==> src/rtl/editor_valores_pkg.sv <==
// rtl/editor_valores_pkg.sv - shared encodings, states and BCD field limits for editor_valores
// Purpose: mode/position encodings, FSM state type, per-mode per-field BCD
//          limits, reset values, and helpers returning a field's min/max.
// Ports:   none (package).
package editor_pkg;

   localparam logic [1:0] MODE_NONE  = 2'b00;
   localparam logic [1:0] MODE_TIMER = 2'b01;
   localparam logic [1:0] MODE_FECHA = 2'b10;
   localparam logic [1:0] MODE_HORA  = 2'b11;

   localparam logic [1:0] POS_NONE = 2'b00;
   localparam logic [1:0] POS_F0   = 2'b01;
   localparam logic [1:0] POS_F1   = 2'b10;
   localparam logic [1:0] POS_F2   = 2'b11;

   typedef enum logic [1:0] {
      ST_IDLE   = 2'b00,
      ST_EDIT   = 2'b01,
      ST_COMMIT = 2'b10
   } state_t;

   // hora and timer share limits: hh 00-23, mm/ss 00-59
   localparam logic [7:0] HH_MIN   = 8'h00;
   localparam logic [7:0] HH_MAX   = 8'h23;
   localparam logic [7:0] MS_MIN   = 8'h00;
   localparam logic [7:0] MS_MAX   = 8'h59;
   // fecha: day 01-31 (month length not checked), month 01-12, year 00-99
   localparam logic [7:0] DIA_MIN  = 8'h01;
   localparam logic [7:0] DIA_MAX  = 8'h31;
   localparam logic [7:0] MES_MIN  = 8'h01;
   localparam logic [7:0] MES_MAX  = 8'h12;
   localparam logic [7:0] ANIO_MIN = 8'h00;
   localparam logic [7:0] ANIO_MAX = 8'h99;

   localparam logic [23:0] HORA_RESET  = 24'h000000;
   localparam logic [23:0] FECHA_RESET = 24'h010100;
   localparam logic [23:0] TIMER_RESET = 24'h000000;

   function automatic logic [7:0] field_min(input logic [1:0] mode, input logic [1:0] pos);
      logic [7:0] r;
      r = 8'h00;
      if (mode == MODE_FECHA) begin
         case (pos)
            POS_F0:  r = DIA_MIN;
            POS_F1:  r = MES_MIN;
            default: r = ANIO_MIN;
         endcase
      end else begin
         r = (pos == POS_F0) ? HH_MIN : MS_MIN;
      end
      return r;
   endfunction

   function automatic logic [7:0] field_max(input logic [1:0] mode, input logic [1:0] pos);
      logic [7:0] r;
      r = 8'h00;
      if (mode == MODE_FECHA) begin
         case (pos)
            POS_F0:  r = DIA_MAX;
            POS_F1:  r = MES_MAX;
            default: r = ANIO_MAX;
         endcase
      end else begin
         r = (pos == POS_F0) ? HH_MAX : MS_MAX;
      end
      return r;
   endfunction

endpackage

==> src/rtl/editor_valores_bcd_step.sv <==
// rtl/editor_valores_bcd_step.sv - combinational two-digit BCD increment/decrement with wrap
// Purpose: steps an 8-bit BCD value by +1 or -1, wrapping max->min and min->max.
//          inc and dec together (or neither) leave the value unchanged.
// Ports:   value (in 8)   current BCD value
//          min_val (in 8) lowest legal value
//          max_val (in 8) highest legal value
//          inc, dec (in 1) step direction
//          result (out 8) stepped BCD value
module bcd_step (
   input  logic [7:0] value,
   input  logic [7:0] min_val,
   input  logic [7:0] max_val,
   input  logic       inc,
   input  logic       dec,
   output logic [7:0] result
);

   always_comb begin
      result = value;
      if (inc && !dec) begin
         if (value == max_val)
            result = min_val;
         else if (value[3:0] == 4'h9)
            result = {value[7:4] + 4'h1, 4'h0};
         else
            result = {value[7:4], value[3:0] + 4'h1};
      end else if (dec && !inc) begin
         if (value == min_val)
            result = max_val;
         else if (value[3:0] == 4'h0)
            result = {value[7:4] - 4'h1, 4'h9};
         else
            result = {value[7:4], value[3:0] - 4'h1};
      end
   end

endmodule

==> src/rtl/editor_valores.sv <==
// rtl/editor_valores.sv - BCD time/date/timer field editor with RTC write handshake
// Purpose: mirrors RTC read values while idle, applies Up/Down presses to the
//          selected BCD field of the group chosen by edit_mode, and hands the
//          finished group to the RTC write path with a req/ack handshake.
// Ports:   clk, reset (sync, active-high)
//          edit_mode (in 2), edit_pos (in 2): group and field selection
//          btn_up, btn_down (in 1): debounced level buttons, stepped on rising edge
//          rtc_valid (in 1), rtc_hora/rtc_fecha/rtc_timer (in 24): RTC read path
//          wr_ack (in 1): write accepted
//          hora_out/fecha_out/timer_out (out 24): current BCD {f0,f1,f2}
//          wr_req/wr_sel/wr_data (out): pending write, stable until ack
//          editing (out 1): high while in EDIT
module editor_valores
   import editor_pkg::*;
(
   input  logic        clk,
   input  logic        reset,
   input  logic [1:0]  edit_mode,
   input  logic [1:0]  edit_pos,
   input  logic        btn_up,
   input  logic        btn_down,
   input  logic        rtc_valid,
   input  logic [23:0] rtc_hora,
   input  logic [23:0] rtc_fecha,
   input  logic [23:0] rtc_timer,
   input  logic        wr_ack,
   output logic [23:0] hora_out,
   output logic [23:0] fecha_out,
   output logic [23:0] timer_out,
   output logic        wr_req,
   output logic [1:0]  wr_sel,
   output logic [23:0] wr_data,
   output logic        editing
);

   state_t      state, state_next;
   logic [1:0]  edit_sel;
   logic [23:0] hora_q, fecha_q, timer_q;
   logic [1:0]  wr_sel_q;
   logic [23:0] wr_data_q;
   logic        up_prev, down_prev;

   logic        load_rtc, latch_sel, do_step, start_commit;
   logic        up_rise, down_rise;
   logic [23:0] cur_group, stepped_group;
   logic [7:0]  cur_field, step_out;

   assign up_rise   = btn_up & ~up_prev;
   assign down_rise = btn_down & ~down_prev;

   always_comb begin
      cur_group = hora_q;
      case (edit_sel)
         MODE_TIMER: cur_group = timer_q;
         MODE_FECHA: cur_group = fecha_q;
         default:    cur_group = hora_q;
      endcase
   end

   always_comb begin
      cur_field = 8'h00;
      case (edit_pos)
         POS_F0:  cur_field = cur_group[23:16];
         POS_F1:  cur_field = cur_group[15:8];
         POS_F2:  cur_field = cur_group[7:0];
         default: cur_field = 8'h00;
      endcase
   end

   // One stepper shared by all groups; limits follow the latched mode.
   bcd_step u_step (
      .value   (cur_field),
      .min_val (field_min(edit_sel, edit_pos)),
      .max_val (field_max(edit_sel, edit_pos)),
      .inc     (up_rise),
      .dec     (down_rise),
      .result  (step_out)
   );

   always_comb begin
      stepped_group = cur_group;
      case (edit_pos)
         POS_F0:  stepped_group = {step_out, cur_group[15:0]};
         POS_F1:  stepped_group = {cur_group[23:16], step_out, cur_group[7:0]};
         POS_F2:  stepped_group = {cur_group[23:8], step_out};
         default: stepped_group = cur_group;
      endcase
   end

   always_ff @(posedge clk) begin
      if (reset)
         state <= ST_IDLE;
      else
         state <= state_next;
   end

   always_comb begin
      state_next   = state;
      load_rtc     = 1'b0;
      latch_sel    = 1'b0;
      do_step      = 1'b0;
      start_commit = 1'b0;
      case (state)
         ST_IDLE: begin
            load_rtc = rtc_valid;
            if (edit_mode != MODE_NONE) begin
               latch_sel  = 1'b1;
               state_next = ST_EDIT;
            end
         end
         ST_EDIT: begin
            // Leaving to 00 or switching to another group both commit the
            // group being edited; a new group is entered through IDLE.
            if (edit_mode != edit_sel) begin
               start_commit = 1'b1;
               state_next   = ST_COMMIT;
            end else if (edit_pos != POS_NONE && (up_rise ^ down_rise)) begin
               do_step = 1'b1;
            end
         end
         ST_COMMIT: begin
            if (wr_ack)
               state_next = ST_IDLE;
         end
         default: state_next = ST_IDLE;
      endcase
   end

   always_ff @(posedge clk) begin
      if (reset) begin
         hora_q    <= HORA_RESET;
         fecha_q   <= FECHA_RESET;
         timer_q   <= TIMER_RESET;
         edit_sel  <= MODE_NONE;
         wr_sel_q  <= MODE_NONE;
         wr_data_q <= 24'h000000;
         up_prev   <= 1'b0;
         down_prev <= 1'b0;
      end else begin
         // History tracks buttons in every state so a held button never steps on entry.
         up_prev   <= btn_up;
         down_prev <= btn_down;
         if (load_rtc) begin
            hora_q  <= rtc_hora;
            fecha_q <= rtc_fecha;
            timer_q <= rtc_timer;
         end
         if (latch_sel)
            edit_sel <= edit_mode;
         if (do_step) begin
            case (edit_sel)
               MODE_TIMER: timer_q <= stepped_group;
               MODE_FECHA: fecha_q <= stepped_group;
               default:    hora_q  <= stepped_group;
            endcase
         end
         if (start_commit) begin
            wr_sel_q  <= edit_sel;
            wr_data_q <= cur_group;
         end
      end
   end

   assign hora_out  = hora_q;
   assign fecha_out = fecha_q;
   assign timer_out = timer_q;
   assign wr_req    = (state == ST_COMMIT);
   assign wr_sel    = wr_sel_q;
   assign wr_data   = wr_data_q;
   assign editing   = (state == ST_EDIT);

endmodule

==> config.mk <==
export PLATFORM = sky130hd
export DESIGN_NAME = editor_valores
export DESIGN_NICKNAME = d
export VERILOG_FILES = /design/src/rtl/editor_valores_pkg.sv /design/src/rtl/editor_valores_bcd_step.sv /design/src/rtl/editor_valores.sv
export SDC_FILE = /design/constraint.sdc
export NUM_CORES = 1
export LEC_CHECK = 0
export ABC_AREA = 1
export CAP_MARGIN = 15
export CORE_ASPECT_RATIO = 0.8
export CORE_MARGIN = 4
export CORE_UTILIZATION = 35
export DETAILED_ROUTE_END_ITERATION = 10
export GPL_ROUTABILITY_DRIVEN = 0
export PLACE_DENSITY = 0.62
export SLEW_MARGIN = 40
export SYNTH_ARGS = -nofsm -noshare
export SYNTH_HDL_FRONTEND = slang
export SYNTH_SLANG_ARGS = --single-unit
==> constraint.sdc <==
create_clock -name clk -period 5.3 [get_ports clk]
set_input_delay 1.06 -clock clk [delete_from_list [all_inputs] [get_ports clk]]
set_output_delay 1.06 -clock clk [all_outputs]
set_load 0.02 [all_outputs]
== Word level (Yosys, flattened, before mapping) ==
Cells that the tools add are included.

* Flip-flop bits (word level): 104
* Bits of input ports: 82
* Output and inout bits: 100
* Logic and storage cells: 79

* Add/subtract/negate cells: 4
* Equal/unequal tests: 14
* Muxes and demuxes: 35
* Bitwise gates (word level): 5
* Reduce and logical (&&, ||, !) cells: 12

{| class="wikitable"
|+ Operators with widths
! cell !! number
|-
| 24-bit two-way mux || 9
|-
| 24-bit case mux with 3 select lines || 1
|-
| 8-bit two-way mux || 8
|-
| 24-bit case mux with 2 select lines || 1
|-
| 8-bit case mux with 3 select lines || 1
|-
| 8-bit == test || 2
|-
| 8-bit case mux with 2 select lines || 1
|-
| 1-bit two-way mux || 9
|-
| 4-bit by 1-bit adder with 4-bit output, second input constant || 2
|-
| 2-bit == test, second input constant || 4
|-
| 4-bit by 1-bit subtractor with 4-bit output, second input constant || 2
|-
| 7-bit two-way mux || 1
|-
| 2-bit by 1-bit == test with 1-bit output, second input constant || 3
|-
| 2-bit two-way mux || 3
|-
| 2-bit case mux with 3 select lines || 1
|-
| 4-bit == test, second input constant || 1
|-
| 4-bit logical NOT || 1
|-
| 2-bit != test, second input constant || 2
|-
| 2-bit nonzero test || 2
|-
| 2-bit OR reduction || 2
|-
| 1-bit logical AND || 3
|-
| 3-bit AND reduction || 1
|-
| 1-bit bitwise AND || 2
|-
| 1-bit logical NOT || 2
|-
| 5 further kinds || 6
|}

== Logic depth before layout (Yosys ltp) ==
Gate-level depths: netlist of the first run.

* Depth in word-level cells: 11
* Depth in mapped cells: 21
* Depth with buffers taken out: 19

== Cells and area by module ==
A second synthesis of the first run with hierarchy kept.

* Cells, all modules: 1244
* Area total of the unflattened synthesis: 7208.2 um^2

{| class="wikitable"
|+ By module, submodules not included
! module !! instances !! cells an instance !! area each (um^2) !! sequential area each (um^2)
|-
| editor_valores || 1 || 1064 || 6267.3 || 2082.0
|-
| bcd_step || 1 || 180 || 940.9 || 0.0
|}

== Worst setup path after synthesis of the first run ==
OpenSTA, ideal clock, no wires.

* Path type: in2reg
* From: input port edit_pos[0]
* To: register timer_q[5], in the netlist timer_out[5]
* Library setup time: 0.109 ns
* Data arrival time: 3.149 ns
* Data required time: 5.191 ns
* Path slack: 2.042 ns
* Stages on the path: 19
* Path buffers: 1
* Cell sequence: inv_1 ha_1 nor2_4 buf_6 nand3_4 nand3_4 inv_1 ha_1 nand4_1 nor2_4 nand3_4 nand2_1 nand2_1 nand2_1 nand3_2 nand3_2 nand3_1 nand2_1 inv_1

* Word-level cells in the longest chain between the ends: 11

{| class="wikitable"
|+ Ends and longest elaborated chain
! element !! line !! text
|-
| start: declaration || editor_valores.sv:19 || <nowiki>input logic [1:0] edit_pos,</nowiki>
|-
| branches (longest 10 deep; another with 4-bit by 1-bit subtractor with 4-bit output) || -- ||
|-
| 24-bit two-way mux * || editor_valores.sv:150 || <nowiki>if (do_step) begin</nowiki>
|-
| end signal: assignment || editor_valores.sv:146 || <nowiki>timer_q <= rtc_timer;</nowiki>
|-
| end signal: assignment || editor_valores.sv:152 || <nowiki>MODE_TIMER: timer_q <= stepped_group;</nowiki>
|-
| end: declaration || editor_valores.sv:38 || <nowiki>logic [23:0] hora_q, fecha_q, timer_q;</nowiki>
|}

Every way passes the cells marked *.
A chain may end at the register's enable or synchronous reset.

== Worst setup path after layout of the first run ==
* From: input port edit_pos[0]
* To: register hora_q[5], in the netlist hora_out[5]

* Word-level cells in the longest chain between the ends: 11

{| class="wikitable"
|+ Ends and longest elaborated chain
! element !! line !! text
|-
| branches (longest 10 deep; another with 4-bit by 1-bit subtractor with 4-bit output) || -- ||
|-
| 24-bit two-way mux * || editor_valores.sv:150 ||
|-
| end signal: assignment || editor_valores.sv:144 || <nowiki>hora_q <= rtc_hora;</nowiki>
|-
| end signal: assignment || editor_valores.sv:154 || <nowiki>default: hora_q <= stepped_group;</nowiki>
|-
| end: declaration || editor_valores.sv:38 ||
|}

Marked as above.

==> results of run 1 <==
-- area by class of cell --
type | count | area (um2) | share of cell area
Multi-Input combinational cell | 788 | 4365 | 0.4567
Sequential cell | 104 | 2082 | 0.2178
Timing Repair Buffer | 194 | 1907 | 0.1995
Inverter | 144 | 545.5 | 0.05708
Tap cell | 269 | 336.6 | 0.03521
Clock buffer | 9 | 225.2 | 0.02356
Clock inverter | 7 | 96.34 | 0.01008
-- critical path, delay by kind of cell --
kind	cells	cell delay, ns
buffers and inverters	5	0.86
and+or+nand+nor	11	1.93
adders and majority gates	2	0.60
-- sequential cells by signal, indices dropped and copies added, names as in the netlist --
| signal | cells |
|---|---|
| fecha_out | 24 |
| edit_sel | 2 |
| up_prev | 1 |
| state | 2 |
| wr_data | 24 |
| down_prev | 1 |
| wr_sel | 2 |
| timer_out | 24 |
| hora_out | 24 |
-- worst min path at each step --
stage,start,end,slack (ns),cells past startpoint
5_1_grt,wr_data[0],wr_data[0],0.48,2
4_1_cts,wr_data[0],wr_data[0],0.47,2
2_1_floorplan,edit_sel[1],edit_sel[1],0.48,2
3_5_place_dp,wr_data[0],wr_data[0],0.46,2
6_report,wr_data[0],wr_data[0],0.47,2
3_3_place_gp,wr_data[11],wr_data[11],0.45,2
-- cells in the mapped netlist (13+ instances only) --
library cell / instances / share of area
nand2_1: 300 / 0.15
and2_1: 13 / 0.011
inv_1: 134 / 0.068
dfxtp_1: 104 / 0.28
nor2_1: 22 / 0.011
mux2i_1: 46 / 0.062
nand3_2: 32 / 0.043
ha_1: 17 / 0.029
o21ai_0: 30 / 0.020
nand2_2: 15 / 0.013
nand3_1: 154 / 0.10
a21oi_1: 108 / 0.073
clkbuf_1: 15 / 0.0076
-- through the flow --
| step | setup slack (ns) | instance area, um2 | std cells | total power, uW | util |
|---|---|---|---|---|---|
| global route | 0.9501 | 9558 | 1515 | 3109 | 0.4617 |
| finish | 1.129 | 9558 | 1515 | 2960 | 0.4617 |
| global placement | 0.9395 | 9228 | 1499 | 2205 | 0.4458 |
| CTS | 1.268 | 9558 | 1515 | 2933 | 0.4617 |
| floorplan | 2.042 | 7386 | 1090 | 1760 | - |
| detailed placement | 0.8767 | 9236 | 1499 | 2201 | 0.4462 |
-- per-layer routing --
metal,wire (um),part of all wire,vias up,global-route usage
li1,-,-,3840,-
met2,10720,0.37,494,0.3224
met1,13870,0.48,3628,0.3796
met4,679,0.023,0,0.05987
met5,0,0,-,0
met3,3753,0.13,56,0.06213
-- power breakdown --
part           total, uW  internal [uW]  leakage (uW)  switching (uW)
clock network        739            382      0.000154             357
registers            925            860      0.000854            65.4
logic               1300            469       0.00337             827
total               2960           1710       0.00437            1250
-- kinds of logic (layout without fill, tap and decap cells) --
group / after synthesis / count (layout) / synth area share
adders and majority gates: 17 / 17 / 0.02880
and+or+nand+nor: 575 / 575 / 0.3886
DFF: 104 / 104 / 0.2819
buffers and inverters: 198 / 354 / 0.1293
muxes: 48 / 48 / 0.06539
xor gates and xnor gates: 5 / 5 / 0.005930
AOI/OAI and AO/OA: 143 / 143 / 0.1001
==> run metrics, run 1 <==
Root Buffer clkbuf_16; DR WL/cell 19.16 um; floorplan core area 20700 um2; # Post-CTS Setup Buffers 0; Vias 8018; CTS tree built; Max stage delay cell, worst path clkdlybuf4s50_1; Max Slew Vio Count 0; R2R depth 19; clock tree buffer depth 2; hold_buf cts 0; Synth Area per Inst 6.776 um2; critical path cell sequence clkdlybuf4s50_1 > inv_1 > ha_1 > nor2_4 > nand3_1 > nand3_2 > inv_1 > ha_1 > nand2_4 > clkinv_1 > nand2_1 > nand2_1 > nand3_1 > nand3_2 > nand3_2 > nand3_1 > nand2_1 > inv_1; most common cell after layout, fill and taps aside nand2_1; endpoints failing hold 0; final setup TNS 0 ns; Ys Warns 0; max_cap viols 0; Netlist Area Pre-Place 7386 um2; DP Wirelength 22350 um; count of state elements after synthesis 104; Iter 0 DRT Violations 984; drt drc 0; Worst setup SP type primary input; outcome completed; vias in the first global route 7229; PwrDens 309.7 nW/um2; Vias per Instance 5.292; measured slew at the worst slew-check pin 0.8267 ns; WL final 29030 um; crit path capture hora_out[5]; Post-Syn Instances 1090; Fmax 239.7 MHz; layout cells sized above 1 0.09551; TritonCTS Buffers 9; endpoints failing setup 0; count of cell types in the netlist 42; largest net degree at the start of global routing 64; CP arrival 4.45 ns; Main synth FF type dfxtp_1; # IOs 182; initial antenna violation count 0; RSZ-0062 raised after global routing no; Reg2Reg Setup Slack 1.49 ns; sequential area share after synthesis 0.2819; post-CTS resize count 0; normalized max-slew margin 0.4483; clk sinks 104; RR Startpoint edit_sel[0]; 1st-pass router iterations 6; Pleak 0.004374 uW; Setup Crit Path Kind primary input to register; clock skew 0.008426 ns; final hold slack 0.4691 ns; initial core utilization 0.3568; global-route wire length before repair 43560 um; Port Buf Inserts 181; CP peak stage delay 0.51 ns; worst hold path class register to register; EDFF count, synth 0; crit-path max FO 13; fin crit share 0.7871; commonest non-fill, non-tap cells in the layout nand2_1, clkdlybuf4s50_1, nand3_1, inv_1, a21oi_1; Setup crit start edit_pos[0]; die span in y 137.9 um; worst path required time 5.57 ns; syn_nets 1189; antenna cells 0; Total GRT Usage 0.2421; die area 23500 um2; Nets 1340; Tmin final 4.171 ns; total gr overflow 0; Reg clk slew, reported paths 0.08 ns; ys async rst share 0; clk_lat worst skew 0.37 ns; Max rail drop VDD 0.1964 mV; R2R Path End hora_out[5]; crit end category register; Die W 170.4 um; row count 47; Antenna Violating Nets Remaining 0; htree depth 3; Layout area overhead 29.41%; FILL cells 2115
(Power assumes the default switching activity.)
==> inputs of run 2 (changes only) <==
- PLACE_DENSITY: 0.62 -> 0.64
- clock period: 5.3 -> 3.4 ns (I/O delays scaled with it)
==> run 2 against run 1 <==
Against the previous run:
- global-route usage is 1.6 points higher
- clock skew rose by 0.00075 ns
- design area up 10%
- cell count up 7.1%
- sequential power grew 56%
- largest power group unchanged
- hold slack lost 0.0013 ns
- register-to-register slack got worse by 1.2 ns
- non-clock buffer count increased by 107
- sequential share of layout area shrank 2.1 points
- worst setup slack got worse by 0.98 ns
- clock power grew 56%
- count of clock-buffer cells in the layout is the same
==> run metrics, run 2 (synthesis gave the netlist of run 1 again) <==
CP arrival 3.53 ns (-0.92 ns); DR WL/cell 19.04 um (-0.63%); floorplan core area 20700 um2 (unchanged); Setup Crit Path Kind primary input to register; worst path required time 3.68 ns (-1.89 ns); hold_buf cts 0 (unchanged); antenna cells 0 (unchanged); Antenna Violating Nets Remaining 0 (unchanged); max_cap viols 0 (unchanged); initial core utilization 0.3568 (unchanged); critical path cell sequence clkdlybuf4s50_1 > inv_1 > buf_4 > ha_1 > inv_2 > nor2_4 > buf_4 > nand3_1 > nand2_1 > nor2_2 > nand2_1 > nor2_4 > nand3_4 > nand2_1 > nand2_2 > buf_4 > nand2_1 > nand3_2 > nand3_2 > nand3_1 > nand2_1 > inv_1; vias in the first global route 7887 (+9.1%); Max Slew Vio Count 0 (unchanged); clock tree buffer depth 2 (unchanged); largest net degree at the start of global routing 47 (-27%); endpoints failing setup 0 (unchanged); Root Buffer clkbuf_16; layout cells sized above 1 0.1796 (+0.08410); final hold slack 0.4678 ns (-0.001258 ns); Reg2Reg Setup Slack 0.26 ns (-1.23 ns); Vias 8398 (+4.7%); Hold Path Origin wr_data[14]; Largest delay share family, worst path simple AND/OR/NAND/NOR gates; Fmax 307.3 MHz; most common cell after layout, fill and taps aside nand2_1; Max stage delay cell, worst path clkdlybuf4s50_1; total power 4989 uW (+69%); Iter 0 DRT Violations 873 (-11%); clk sinks 104 (unchanged); hold path depth 2 (unchanged); crit-path max FO 7 (-6); Nets 1447 (+8.0%); TritonCTS Buffers 9 (unchanged); worst path bufs/invs 7 (+2); htree depth 3 (unchanged); Pleak 0.004939 uW (+13%); die span in y 137.9 um (unchanged); most used cell, CP nand2_1; crit end category register; outcome completed; Post-Place Cell Area 10140 um2 (+9.8%); normalized max-slew margin 0.5462 (+0.09793); fin crit share 0.9573; worst hold path class register to register; Sequential Area 2082 um2 (unchanged); # IOs 182 (unchanged); 1st-pass router iterations 5 (-1); measured slew at the worst slew-check pin 0.6807 ns (-0.1460 ns); row count 47 (unchanged); FILL cells 2051 (-3.0%); final instance area 10550 um2 (+10%); # Post-CTS Setup Buffers 0 (unchanged); PwrDens 472.7 nW/um2 (+53%); Reg clk slew, reported paths 0.08 ns (about the same); Port Buf Inserts 181 (unchanged); Hold EP wr_data[14]; Vias per Instance 5.178 (-2.2%); Tmin final 3.255 ns; RR Startpoint edit_sel[0]; clk_lat worst skew 0.37 ns (about the same); final design utilization 0.5099 (+0.04812); R2R depth 22 (+3); die area 23500 um2 (unchanged); Total GRT Usage 0.2581 (+0.01599); Layout area overhead 42.89%; initial antenna violation count 0 (unchanged); Worst setup SP type primary input; CP peak stage delay 0.48 ns (-0.03 ns); total gr overflow 0 (unchanged); multi-input logic area 4442 um2 (+1.7%); endpoints failing hold 0 (unchanged); CTS tree built; WL final 30880 um (+6.4%); DP Wirelength 24470 um (+9.5%); clock skew 0.009181 ns (+0.0007547 ns); global-route wire length before repair 46220 um (+6.1%); commonest non-fill, non-tap cells in the layout nand2_1, clkdlybuf4s50_1, nand3_1, inv_1, buf_4; drt drc 0 (unchanged); Die W 170.4 um (unchanged); R2R Path End hora_out[21]; Max rail drop VDD 0.2653 mV (+35%)
run 2: cell types whose count changed in the layout (fill, tap and decap cells not counted), sizes merged:
cell    previous run  this run
buf               14       121
clkinv             3         2
inv              146       147
run 2: worst max path at each step:
| stage | start | slack [ns] | endpoint | cells after the start |
|---|---|---|---|---|
| floorplan | edit_pos[0] | 0.52 | timer_out[5] | 19 |
| global placement | edit_pos[0] | -0.34 | hora_out[2] | 21 |
| CTS | edit_pos[0] | 0.04 | hora_out[2] | 22 |
| global route | edit_pos[0] | -0.006 | fecha_out[7] | 23 |
| detailed placement | edit_pos[1] | -0.40 | hora_out[2] | 21 |
| finish | edit_pos[0] | 0.15 | hora_out[21] | 22 |
run 2: worst min-delay path: stages, from the launching register on:
cell     delay, ns
dfxtp_1       0.31
nand2_1       0.06
a21oi_1       0.05
run 2: power breakdown:
group / total (uW) / switching (uW) / internal (uW)
Combinational: 2400 / 1390 / 1010
Sequential: 1440 / 101 / 1340
Clock: 1150 / 554 / 593
Total: 4990 / 2050 / 2940
run 2: repair_timing:
action,CTS,global route
endpoints found under the setup margin,1,50
pin swaps,0,7
hold endpoints to repair,0,0
gates resized for setup,1,21
run 2: through the flow:
| step | worst slack, ns | setup TNS, ns | std cells |
|---|---|---|---|
| 6_report | 0.1453 | 0 | 1622 |
| 5_1_grt | -0.005627 | -0.005627 | 1622 |
| 3_5_place_dp | -0.4015 | -18.93 | 1606 |
| 4_1_cts | 0.03848 | 0 | 1622 |
| 3_3_place_gp | -0.3370 | -13.24 | 1606 |
| 2_1_floorplan | 0.5216 | 0 | 1090 |
run 2: cell type report:
type,count,area share
multi-input combinational,788,0.4209
timing repair buffer,301,0.2678
sequential,104,0.1973
inverter,144,0.05204
tap,269,0.03189
clock buffer,9,0.02134
clock inverter,7,0.008773
run 2: routing by layer:
layer	up-vias	track usage	routed length [um]
met5	-	0	0
met4	0	0.07051	673
met3	45	0.09404	4248
met2	518	0.3426	11720
met1	3790	0.3858	14240
li1	4045	-	-
